$ cat src/rtl/irrigation_pkg.sv
// irrigation_pkg
//   Shared definitions for the irrigation scheduler: moisture class
//   encodings, classification thresholds and the scan FSM state type.
//   No ports.
package irrigation_pkg;

    localparam logic [1:0] CLS_DRY = 2'b00;
    localparam logic [1:0] CLS_OPT = 2'b01;
    localparam logic [1:0] CLS_WET = 2'b10;

    // Inclusive upper bounds on the raw 10-bit ADC reading
    localparam int DRY_MAX = 350;
    localparam int OPT_MAX = 700;

    typedef enum logic [1:0] {
        IDLE,
        REQ,
        NEXT,
        DECIDE
    } state_t;

endpackage

$ cat src/rtl/moisture_classifier.sv
// moisture_classifier
//   Purely combinational mapping of one 10-bit moisture sample to a class.
//   Ports:
//     data  in  10  raw moisture sample
//     cls   out 2   CLS_DRY / CLS_OPT / CLS_WET
module moisture_classifier
    import irrigation_pkg::*;
(
    input  logic [9:0] data,
    output logic [1:0] cls
);

    always_comb begin
        if (data <= 10'(DRY_MAX))
            cls = CLS_DRY;
        else if (data <= 10'(OPT_MAX))
            cls = CLS_OPT;
        else
            cls = CLS_WET;
    end

endmodule

$ cat src/rtl/irrigation_scheduler.sv
// irrigation_scheduler
//   Multi-zone irrigation sequencer. Each scan_tick polls every zone's
//   moisture ADC over a req/ack handshake, records the class per zone, then
//   spends one DECIDE cycle scheduling the single shared pump/valve.
//
//   Build option: IRRIG_DEEP_WATER_EN -- when defined an episode ends only
//   on a Wet reading; otherwise any non-Dry reading ends it.
//
//   Ports:
//     clk        in   1            system clock
//     rst        in   1            synchronous active-high reset
//     scan_tick  in   1            starts a scan; dropped while busy
//     adc_req    out  1            sample request, held until ack/timeout
//     adc_zone   out  3            zone selected on the ADC mux
//     adc_ack    in   1            sample strobe, adc_data valid with it
//     adc_data   in   10           moisture sample
//     valve      out  NUM_ZONES    one-hot or zero valve drive
//     pump_on    out  1            pump enable, always equal to |valve
//     zone_class out  2*NUM_ZONES  last class per zone
//     zone_fault out  NUM_ZONES    sticky over-watering fault
//     adc_err    out  1            one-cycle pulse on ADC timeout
//     busy       out  1            scan in progress
module irrigation_scheduler
    import irrigation_pkg::*;
#(
    parameter int NUM_ZONES    = 4,
    parameter int ADC_TIMEOUT  = 64,
    parameter int MAX_ON_SCANS = 10,
    parameter int REST_SCANS   = 2
) (
    input  logic                   clk,
    input  logic                   rst,
    input  logic                   scan_tick,
    output logic                   adc_req,
    output logic [2:0]             adc_zone,
    input  logic                   adc_ack,
    input  logic [9:0]             adc_data,
    output logic [NUM_ZONES-1:0]   valve,
    output logic                   pump_on,
    output logic [2*NUM_ZONES-1:0] zone_class,
    output logic [NUM_ZONES-1:0]   zone_fault,
    output logic                   adc_err,
    output logic                   busy
);

    localparam int ZW = (NUM_ZONES > 1) ? $clog2(NUM_ZONES) : 1;
    localparam int WW = $clog2(ADC_TIMEOUT + 1);
    localparam int OW = $clog2(MAX_ON_SCANS + 1);
    localparam int RW = (REST_SCANS > 0) ? $clog2(REST_SCANS + 1) : 1;

    state_t state, state_nx;

    logic [ZW-1:0]                z;          // zone being sampled
    logic [ZW-1:0]                w;          // zone being watered
    logic                         watering;
    logic [WW-1:0]                wait_cnt;
    logic [OW-1:0]                on_cnt;     // scans watered since the valve opened
    logic [RW-1:0]                rest_cnt;
    logic [NUM_ZONES-1:0][1:0]    cls_q;
    logic [1:0]                   sample_cls;
    logic                         timeout;
    logic                         last_zone;
    logic                         episode_done;
    logic                         pick_vld;
    logic [ZW-1:0]                pick_idx;

    moisture_classifier u_cls (
        .data (adc_data),
        .cls  (sample_cls)
    );

    assign adc_zone   = 3'(z);
    assign zone_class = cls_q;
    assign last_zone  = (z == ZW'(NUM_ZONES - 1));
    // An ack in the final wait cycle wins over the timeout
    assign timeout    = (wait_cnt == WW'(ADC_TIMEOUT - 1)) && !adc_ack;

`ifdef IRRIG_DEEP_WATER_EN
    assign episode_done = (cls_q[w] == CLS_WET);
`else
    assign episode_done = (cls_q[w] != CLS_DRY);
`endif

    // Lowest-index Dry, unfaulted zone: scan downward so the lowest hit wins
    always_comb begin
        pick_vld = 1'b0;
        pick_idx = '0;
        for (int i = NUM_ZONES - 1; i >= 0; i--) begin
            if (cls_q[i] == CLS_DRY && !zone_fault[i]) begin
                pick_vld = 1'b1;
                pick_idx = ZW'(i);
            end
        end
    end

    always_ff @(posedge clk) begin
        if (rst)
            state <= IDLE;
        else
            state <= state_nx;
    end

    always_comb begin
        state_nx = state;
        adc_req  = 1'b0;
        busy     = 1'b0;
        case (state)
            IDLE: begin
                if (scan_tick)
                    state_nx = REQ;
            end
            REQ: begin
                adc_req = 1'b1;
                busy    = 1'b1;
                if (adc_ack || timeout)
                    state_nx = NEXT;
            end
            NEXT: begin
                busy     = 1'b1;
                state_nx = last_zone ? DECIDE : REQ;
            end
            DECIDE: begin
                busy     = 1'b1;
                state_nx = IDLE;
            end
            default: state_nx = IDLE;
        endcase
    end

    always_ff @(posedge clk) begin
        if (rst) begin
            z          <= '0;
            w          <= '0;
            watering   <= 1'b0;
            wait_cnt   <= '0;
            on_cnt     <= '0;
            rest_cnt   <= '0;
            cls_q      <= {NUM_ZONES{CLS_OPT}};
            valve      <= '0;
            pump_on    <= 1'b0;
            zone_fault <= '0;
            adc_err    <= 1'b0;
        end else begin
            adc_err <= 1'b0;
            case (state)
                IDLE: begin
                    z        <= '0;
                    wait_cnt <= '0;
                end
                REQ: begin
                    if (adc_ack) begin
                        cls_q[z] <= sample_cls;
                        wait_cnt <= '0;
                    end else if (timeout) begin
                        adc_err  <= 1'b1;
                        wait_cnt <= '0;
                    end else begin
                        wait_cnt <= wait_cnt + 1'b1;
                    end
                end
                NEXT: begin
                    if (!last_zone)
                        z <= z + 1'b1;
                end
                DECIDE: begin
                    if (watering) begin
                        if (episode_done) begin
                            watering <= 1'b0;
                            valve    <= '0;
                            pump_on  <= 1'b0;
                            rest_cnt <= RW'(REST_SCANS);
                        end else if (on_cnt == OW'(MAX_ON_SCANS - 1)) begin
                            // This scan completes MAX_ON_SCANS of watering
                            zone_fault[w] <= 1'b1;
                            watering      <= 1'b0;
                            valve         <= '0;
                            pump_on       <= 1'b0;
                            rest_cnt      <= RW'(REST_SCANS);
                        end else begin
                            on_cnt <= on_cnt + 1'b1;
                        end
                    end else if (rest_cnt != '0) begin
                        rest_cnt <= rest_cnt - 1'b1;
                    end else if (pick_vld) begin
                        watering <= 1'b1;
                        w        <= pick_idx;
                        valve    <= NUM_ZONES'(1) << pick_idx;
                        pump_on  <= 1'b1;
                        on_cnt   <= '0;
                    end
                end
                default: ;
            endcase
        end
    end

endmodule

$ cat config.mk
export PLATFORM = sky130hd
export DESIGN_NAME = irrigation_scheduler
export DESIGN_NICKNAME = d
export VERILOG_FILES = /design/src/rtl/irrigation_pkg.sv /design/src/rtl/moisture_classifier.sv /design/src/rtl/irrigation_scheduler.sv
export SDC_FILE = /design/constraint.sdc
export NUM_CORES = 1
export LEC_CHECK = 0
export BUFFER_PORTS_ARGS = -buffer_cell sky130_fd_sc_hd__buf_2
export CORE_ASPECT_RATIO = 0.9
export CORE_MARGIN = 4
export CORE_UTILIZATION = 25
export CTS_CLUSTER_DIAMETER = 30
export DETAILED_ROUTE_END_ITERATION = 8
export HOLD_SLACK_MARGIN = 0.1
export SETUP_SLACK_MARGIN = 0.1
export SYNTH_ARGS = -nofsm -noshare
export SYNTH_HDL_FRONTEND = slang
export SYNTH_SLANG_ARGS = --single-unit
$ cat constraint.sdc
create_clock -name clk -period 2.75 [get_ports clk]
set_input_delay 0.55 -clock clk [delete_from_list [all_inputs] [get_ports clk]]
set_output_delay 0.55 -clock clk [all_outputs]
set_load 0.02 [all_outputs]
# Word-level counts from Yosys, hierarchy flattened
# Index checks and enable logic that the tools add are counted.
classes:
  add_sub_neg: 4
  order_cmp: 6
  eq_ne: 13
  shifts: 1
  n_mux: 53
  bitwise_logic: 5
  n_reduce_logical: 34
op_table:
  columns: ["op", "count"]
  rows:
  - ["$mux W4", 10]
  - ["$mux W2", 16]
  - ["$mux W1", 18]
  - ["$mux W7", 2]
  - ["$pmux W7 S2", 1]
  - ["$ne A2 B2 Y1 const B", 6]
  - ["$reduce_and A4 Y1", 3]
  - ["$reduce_bool A2 Y1", 6]
  - ["$le A10 B10 Y1 const B", 1]
  - ["$le A10 B9 Y1 const B", 1]
  - ["$logic_not A2 Y1", 5]
  - ["$bwmux W8", 1]
  - ["$pmux W2 S4", 1]
  - ["$add A7 B1 Y7 const B", 1]
  - ["$eq A7 B6 Y1 const B", 1]
  - ["$logic_and A1 B1 Y1", 7]
  - ["$eq A2 B2 Y1 const B", 3]
  - ["$lt A2 B3 Y1 const B", 2]
  - ["$reduce_and A2 Y1", 3]
  - ["$reduce_or A3 Y1", 2]
  - ["$logic_not A1 Y1", 5]
  - ["$reduce_and A5 Y1", 1]
  - ["$add A4 B1 Y4 const B", 1]
  - ["$bmux W2 S2", 1]
  - ["other kinds (14)", 18]
word_totals:
  ff_bits: 38
  in_bits: 14
  output_inout_bits: 23
  wordCells: 131

# Logic depth before layout (Yosys ltp)
# Gate-level depths: netlist of run 1.
logic_depth:
  ltp_word: 10
  ltp_mapped: 8
  mapped_depth_nobuf: 7

# Cells and area by module
# From an unflattened synthesis of run 1, not the netlist that was laid out.
hier_totals:
  cells_unflattened: 238
  hier_area_um2: 1986.9
by_module_without_submodules:
  columns: ["mod", "instances", "cells_each", "area_each_um2", "seq_area_each_um2"]
  rows:
  - ["irrigation_scheduler", 1, 229, 1916.8, 760.7]
  - ["moisture_classifier", 1, 9, 70.1, 0.0]

# Worst setup path before layout of run 1
# Ideal clock, no wire load.
synth_path:
  path_kind: "register to register"
  start: "reg cls_q, in the netlist zone_class[1]"
  end: "reg valve[1]"
  setup_ps: 71
  arrival_time_ps: 1813
  t_required_ps: 2679
  path_slack_ps: 866
  stages_incl_launch_ff: 6
  n_path_buf: 0
  period_less_slack_ps: 1884
  cell_sequence: "dfxtp_1 > nor2_1 > o311ai_0 > o221ai_2 > or4b_1 > a21oi_1"
synth_via:
  elab_chain_len: 7
  word_cells_on_any_way: 15
  classes_between: "eq/ne: 1; shift: 1; mux: 8; reduce/logical: 5"
synth_lines:
  columns: ["element", "line", "text"]
  rows:
  - ["start: declaration", "irrigation_scheduler.sv:59", "logic [NUM_ZONES-1:0][1:0] cls_q;"]
  - ["start signal: assignment", "irrigation_scheduler.sv:138", "cls_q <= {NUM_ZONES{CLS_OPT}};"]
  - ["start signal: indexed assignment", "irrigation_scheduler.sv:152", "cls_q[z] <= sample_cls;"]
  - ["parallel branches: the longest is 7 deep, another holds $reduce_and A4 Y1", null, null]
  - ["end signal: assignment", "irrigation_scheduler.sv:187", "valve <= NUM_ZONES'(1) << pick_idx;"]
  - ["end: declaration", "irrigation_scheduler.sv:38", "output logic [NUM_ZONES-1:0] valve,"]
# Parallel ways; which one is timed is not known. The select of a mux whose other input is x is not followed.
# A chain may end at the register's enable or synchronous reset.

# Worst setup path after layout of run 1
layout_path:
  start: "reg cls_q, in the netlist zone_class[0]"
  end: "reg valve[1]"
# Same word-level chain as after synthesis.

==> run metrics, run 1 <==
post-detail-place hpwl 3460 microns; kind of critical path flip-flop to flip-flop; IO Pins 37; Die Width 101 microns; Post-CTS Setup Bufs 0; GRT Total Usage 0.101; Crit path max-delay family compound AO/OA/AOI/OAI gates; synthesized area 0.00195 sq mm; GPL Wtd Cong 0.907; count of final hold-check violations 0; Critical path buffers and inverters 0; DR iter-0 viols 75; YS warnings 0; die area 0.00926 sq mm; TritonCTS clock tree yes; Crit path largest cell delay 0.60 ns; Area Growth Syn to Fin 17.1%; Max VDD drop 0.166 mV; RSZ-0062 raised after global routing false; Overflow after GRT 0; DRC 0; routed len/inst 12.9 microns; IO Port Bufs 35; CTS Buffer Depth 2; max-capacitance violation count 0; CP Cell Sequence nor2_1, o311ai_0, o221ai_2, or4b_1, a21oi_1; Worst slew margin 0.461; Final ANT Viol Nets 0; post-synth top area share 0.391; CTS root buf clkbuf_8; critical path endpoint category flip-flop; CP max stage cell o311ai_0; Num CTS Buffers 5; sequential share of the synthesized area 0.391; Antenna diodes 0; antenna violations before repair 0; Mean Syn Cell Area 8.17 sq um; Core Area 0.00754 sq mm; first-pass GRT wire length 7580 microns; Synth cell types 48; NumNets Final 292; syn_nets 260; synthesis-stage register bit count 38; Final Slew Violations 0; proportion of layout cells with a drive suffix above 1 0.174; Initial Util 0.258; cells after synthesis 238; hold path start valve[0]; final setup skew 0.00613 ns; vias in the first global route 1602; status finished, final reports clean; pin count of the biggest net entering global routing 39; CTS resizes 0; crit path launch zone_class[0]; H-tree levels 2; pwr/cell area 451 mW/mm^2; commonest non-fill, non-tap cell in the layout dfxtp_1; clock transition at the registers of the reported paths 0.07 ns; Slew @ Worst Pin 0.803 ns; Detailed Routing Iterations Pass 1 4; hold_ws 0.464 ns; crit-path max FO 6; Post-synth EDFFs 0; Clk Latency, worst-skew pair 0.29 ns; WP data required 2.97 ns; leak pwr 0.869 nW; Post-CTS Hold Fix Bufs 0; post-synth top area cell dfxtp_1; DR vias/cell 4.93; Reg2Reg Launch Point zone_class[0]; final WL 4710 microns; most frequent cells in the layout dfxtp_1 (38), buf_2 (35), nor2_1 (34); Hold/Removal Path Class flip-flop to flip-flop; Clock Sinks 38; Die H 91.7 microns; post-layout minimum cycle time 2.09 ns; routed vias 1803; Max Freq 478 MHz; number of cell rows 30; setup_tns 0 ns; Worst Setup Start Kind flip-flop; CP arrival 2.31 ns; async set or reset register ratio after synthesis 0; Final setup viols 0; synth top area cells dfxtp_1 (39%), a21oi_1 (6.7%), nor2_1 (6.6%), ha_1 (5.1%), nand2_1 (4.1%); Top FF cell, synth dfxtp_1; Final period util 0.761
per-layer routing:
| layer | GRT usage | wire length [microns] |
|---|---|---|
| met1 | 0.139 | 2310 |
| met2 | 0.154 | 2120 |
| met3 | 0.0274 | 228 |
| met4 | 0.0299 | 50 |
| met5 | 0 | 0 |
cells in the mapped netlist, types with 3 or more instances:
cell,instances
and3_1,3
o21ai_0,11
dfxtp_1,38
nand3b_1,3
a31oi_1,4
clkbuf_1,8
nor2_1,34
nand2_1,21
ha_1,8
or3b_1,4
nor3_1,9
and2_1,3
a21oi_1,26
nand2b_1,3
nand3_1,6
mux2i_1,5
inv_1,9
tightest hold or removal path: stages, from the launching register on:
cell	delay (ns)
dfxtp_1	0.32
nand2_1	0.05
a21oi_1	0.05
where the power goes:
part           internal, W  leakage (nW)  switching (W)
Combinational    0.0000343         0.519      0.0000582
Clock             0.000170        0.0438       0.000195
Sequential        0.000557         0.307      0.0000125
Total             0.000761         0.869       0.000266
stage by stage:
stage | total power, W | instances | area (sq um) | setup slack (ns) | util
6_report | 0.00103 | 366 | 2280 | 0.659 | 0.302
5_1_grt | 0.00107 | 366 | 2280 | 0.588 | 0.302
4_1_cts | 0.00104 | 366 | 2280 | 0.693 | 0.302
3_5_place_dp | 0.000675 | 359 | 2200 | 0.745 | 0.292
3_3_place_gp | 0.000673 | 359 | 2200 | 0.743 | 0.292
2_1_floorplan | 0.000644 | 238 | 1950 | 0.866 | -
sequential cells by signal (all words and copies together) (netlist names):
name,flops
zone_class,8
wait_cnt,7
on_cnt,4
valve,4
zone_fault,4
rest_cnt,2
state,2
w,2
z,2
adc_err,1
pump_on,1
watering,1
logic make-up after synthesis:
logic type | after synthesis | share of synthesized area
buffers and inverters | 19 | 0.0386
multiplexers | 5 | 0.0257
AO/OA/AOI/OAI | 62 | 0.212
other | 1 | 0.00193
AND/OR/NAND/NOR | 105 | 0.279
flip-flops | 38 | 0.391
adder cells (fa/ha/maj) | 8 | 0.0514
final timing paths:
path              slack, ns       end  depth (start not counted)
setup / recovery       0.66  valve[1]                          5
setup reg to reg       0.66  valve[1]                          5
hold / removal         0.46  valve[0]                          2
hold reg to reg        0.46  valve[0]                          2
area by class of cell:
cell class | count | area [sq um]
clock buffer | 5 | 68.8
fill | 796 | 5270
multi-input combinational | 181 | 1110
sequential | 38 | 761
inverter | 9 | 33.8
clock inverter | 2 | 10.0
tap | 96 | 120
timing repair buffer | 35 | 175
(Power assumes the default switching activity.)
==> run 2, diff against run 1 <==
- clock period: 2.75 -> 2.2 ns (I/O delays scaled with it)
==> run metrics, run 2 (synthesis results as in run 1) <==
switching power 0.000321 W; number of flip-flops under the largest register name 8; Slew @ Worst Pin 0.714 ns; final setup skew 0.00559 ns; Num CTS Buffers 5; Core Area 0.00754 sq mm; Hold/Removal Path Class flip-flop to flip-flop; Post-CTS Hold Fix Bufs 0; pre-CTS setup slack 0.267 ns; pwr/cell area 556 mW/mm^2; most frequent cells in the layout dfxtp_1 (38), buf_2 (35), nor2_1 (34); Final period util 0.891; max-capacitance violation count 0; Post-CTS Setup Bufs 0; Clk pwr share 0.349; DR iter-0 viols 54; Worst Setup Start Kind flip-flop; Final ANT Viol Nets 0; GPL Wtd Cong 0.888; share of power burned in combinational logic 0.097; IO Pins 37; post-detail-place hpwl 3560 microns; CTS root buf clkbuf_8; die area 0.00926 sq mm; Max VDD drop 0.196 mV; IO Port Bufs 35; count of final hold-check violations 0; setup_tns 0 ns; vias in the first global route 1701; routed vias 1801; number of cell rows 30; DR vias/cell 4.87; Final setup viols 0; commonest non-fill, non-tap cell in the layout dfxtp_1; antenna violations before repair 0; TritonCTS clock tree yes; RSZ-0062 raised after global routing false; leak pwr 0.885 nW; Worst slew margin 0.524; Clock Sinks 38; CTS resizes 0; Detailed Routing Iterations Pass 1 4; Initial Util 0.258; H-tree levels 2; GRT Total Usage 0.107; Final Slew Violations 0; Die H 91.7 microns; status finished, final reports clean; post-layout minimum cycle time 1.96 ns; Power, Total 0.00128 W; crit-path max FO 6; proportion of layout cells with a drive suffix above 1 0.179; Reg power frac 0.554; Antenna diodes 0; first-pass GRT wire length 8090 microns; clock transition at the registers of the reported paths 0.07 ns; R2R setup slack 0.24 ns; final worst setup slack 0.240 ns; switching fraction of total power 0.250; Clk Latency, worst-skew pair 0.29 ns; pin count of the biggest net entering global routing 39; Area Growth Syn to Fin 18.5%; NumNets Final 296; CTS Buffer Depth 2; WP data required 2.42 ns; Die Width 101 microns; Overflow after GRT 0; final WL 4790 microns; critical path endpoint category flip-flop; Max Freq 510 MHz; CP arrival 2.18 ns; DRC 0; internal power 0.000961 W; kind of critical path flip-flop to flip-flop; routed len/inst 12.9 microns
[run 2: cell types whose count changed in the layout (fill, tap and decap cells not counted), sizes merged]
cell / change
buf: +4
clkbuf: +2
clkinv: -2
[run 2: power groups by stage]
stage / registers [W] / clock network (W) / logic (W)
floorplan: 0.000722 / 0 / 0.0000829
global placement: 0.000725 / 0 / 0.000121
detailed placement: 0.000725 / 0 / 0.000124
CTS: 0.000709 / 0.000460 / 0.000124
global route: 0.000711 / 0.000481 / 0.000138
finish: 0.000710 / 0.000448 / 0.000124
[run 2: metrics by stage]
stage               std cells  hold WS (ns)  area (sq um)   util
floorplan                 238         0.452          1950      -
global placement          363         0.455          2230  0.296
detailed placement        363         0.460          2230  0.296
CTS                       370         0.467          2310  0.306
global route              370         0.488          2310  0.306
finish                    370         0.457          2310  0.306
[run 2: routing by layer]
metal	routed length (microns)	track usage	vias to the layer above	share of wire
li1	-	-	929	-
met5	0	0	-	0
met2	2110	0.166	42	0.44
met1	2390	0.150	823	0.50
met4	37	0.0233	0	0.0077
met3	254	0.0243	7	0.053
[run 2: layout make-up]
cell class,count,area (sq um)
Fill cell,802,5240
Multi-Input combinational cell,181,1110
Sequential cell,38,761
Timing Repair Buffer,39,205
Tap cell,96,120
Clock buffer,7,76.3
Inverter,9,33.8
[run 2: worst paths after layout]
| path | start | to | depth (start not counted) |
|---|---|---|---|
| hold reg to reg | valve[0] | valve[0] | 2 |
| hold / removal | valve[0] | valve[0] | 2 |
| setup reg to reg | zone_class[1] | valve[1] | 5 |
| setup / recovery | zone_class[1] | valve[1] | 5 |
[run 2: critical path, stage by stage (launching register included)]
cell and delay [ns]:
dfxtp_1 0.40, nor2_1 0.08, o311ai_0 0.50, o221ai_2 0.26, or4b_1 0.51, a21oi_1 0.14
==> run 3, diff against run 2 <==
- PLACE_DENSITY_LB_ADDON: unset -> 0.15
==> run metrics, run 3 (synthesis results as in run 1) <==
NumNets Final 297; GPL Wtd Cong 0.763; count of final hold-check violations 0; crit-path max FO 8; Final Slew Violations 0; vias in the first global route 1726; first-pass GRT wire length 8340 microns; Die Width 101 microns; Clk pwr share 0.376; Final setup viols 0; routed len/inst 13.3 microns; internal power 0.000998 W; antenna violations before repair 0; pwr/cell area 574 mW/mm^2; Reg power frac 0.529; R2R setup slack 0.25 ns; Post-CTS Setup Bufs 0; kind of critical path flip-flop to flip-flop; Area Growth Syn to Fin 19.9%; post-detail-place hpwl 3630 microns; status finished, final reports clean; proportion of layout cells with a drive suffix above 1 0.192; RSZ-0062 raised after global routing true; DRC 0; Max VDD drop 0.204 mV; IO Pins 37; Num CTS Buffers 5; Die H 91.7 microns; final setup skew 0.00907 ns; IO Port Bufs 35; final WL 4940 microns; Post-CTS Hold Fix Bufs 0; DR vias/cell 4.85; DR iter-0 viols 60; Worst Setup Start Kind flip-flop; H-tree levels 2; Detailed Routing Iterations Pass 1 4; Slew @ Worst Pin 0.740 ns; post-layout minimum cycle time 1.95 ns; switching power 0.000341 W; number of cell rows 30; CP arrival 2.18 ns; Antenna diodes 0; post-layout util 0.309; setup_tns 0 ns; TritonCTS clock tree yes; Hold Crit Depth 3; WP data required 2.42 ns; FF+latch area 761 sq um; switching fraction of total power 0.255; Overflow after GRT 0; area occupied by multi-input gates 0.00111 sq mm; CTS Buffer Depth 2; clock transition at the registers of the reported paths 0.08 ns; leak pwr 0.898 nW; Reg2Reg Launch Point w[0]; commonest non-fill, non-tap cell in the layout dfxtp_1; CTS root buf clkbuf_8; critical path endpoint category flip-flop; die area 0.00926 sq mm; Max Freq 512 MHz; hold path start adc_ack; RR Endpoint valve[1]; Initial Util 0.258; Hold/Removal Path Class input port to flip-flop; # fillers 811; max-capacitance violation count 0; number of flip-flops under the largest register name 8; routed vias 1805; Final period util 0.887; GRT Total Usage 0.112; Clk Latency, worst-skew pair 0.29 ns; Core Area 0.00754 sq mm; Final ANT Viol Nets 0; most frequent cells in the layout dfxtp_1 (38), buf_2 (35), nor2_1 (34); worst min-delay path endpoint adc_err; pin count of the biggest net entering global routing 39; worst r2r path cells 5; Worst slew margin 0.507; share of power burned in combinational logic 0.096; Clock Sinks 38
## run 3: changes by cell type in the layout (fill, tap and decap cells not counted)
| cell | delta |
|---|---|
| nor3_1 | -1 |
| clkbuf_1 | -1 |
| clkbuf_8 | +1 |
| o311ai_0 | -1 |
| nor3_2 | +1 |
| buf_4 | +1 |
| clkinv_2 | +1 |
| o311ai_1 | +1 |
## run 3: layout make-up
type | instances | share of cell area
Tap cell | 96 | 0.0515
Sequential cell | 38 | 0.326
Inverter | 9 | 0.0145
Clock inverter | 1 | 0.00214
Timing Repair Buffer | 40 | 0.0912
Clock buffer | 7 | 0.0370
Multi-Input combinational cell | 181 | 0.478
## run 3: how the worst max path moves through the flow
stage | start | end | slack [ns] | depth (start not counted)
3_3_place_gp | zone_class[5] | valve[1] | 0.28 | 5
5_1_grt | w[0] | on_cnt[2] | 0.1 | 5
2_1_floorplan | zone_class[1] | valve[1] | 0.32 | 5
3_5_place_dp | zone_class[1] | valve[1] | 0.28 | 5
6_report | w[0] | valve[1] | 0.25 | 5
4_1_cts | zone_class[0] | valve[1] | 0.24 | 5
## run 3: timing repair
action / CTS / global route
gates resized for setup: 0 / 2
endpoints found under the hold margin: 0 / 0
setup endpoints to repair: 0 / 2
## run 3: through the flow
step                      hold WS [ns]  std cells  instance area, sq um  worst slack, ns  power [W]
after detailed placement         0.453        364                  2240            0.276   0.000852
after CTS                        0.439        372                  2330            0.240    0.00136
after global placement           0.449        364                  2240            0.278   0.000853
final                            0.452        372                  2330            0.249    0.00134
after global routing             0.477        372                  2330           0.0988    0.00140
after floorplan                  0.452        238                  1950            0.316   0.000805
## run 3: worst max-delay path, stage by stage (launching register included)
cell and delay [ns]:
dfxtp_1 0.47, or2b_1 0.31, o221ai_4 0.23, o221ai_2 0.22
or4b_1 0.50, a21oi_1 0.15
## run 3: layer usage
layer	vias up	track usage	routed length [microns]
li1	933	-	-
met1	828	0.155	2500
met2	37	0.168	2140
met3	7	0.0297	226
met4	0	0.0388	77
met5	-	0	0
## run 3: power groups by stage
stage / sequential [W] / combinational (W) / clock [W]
after floorplan: 0.000722 / 0.0000829 / 0
after detailed placement: 0.000724 / 0.000128 / 0
after global placement: 0.000724 / 0.000130 / 0
after CTS: 0.000708 / 0.000129 / 0.000526
after global routing: 0.000710 / 0.000145 / 0.000546
final: 0.000708 / 0.000128 / 0.000503
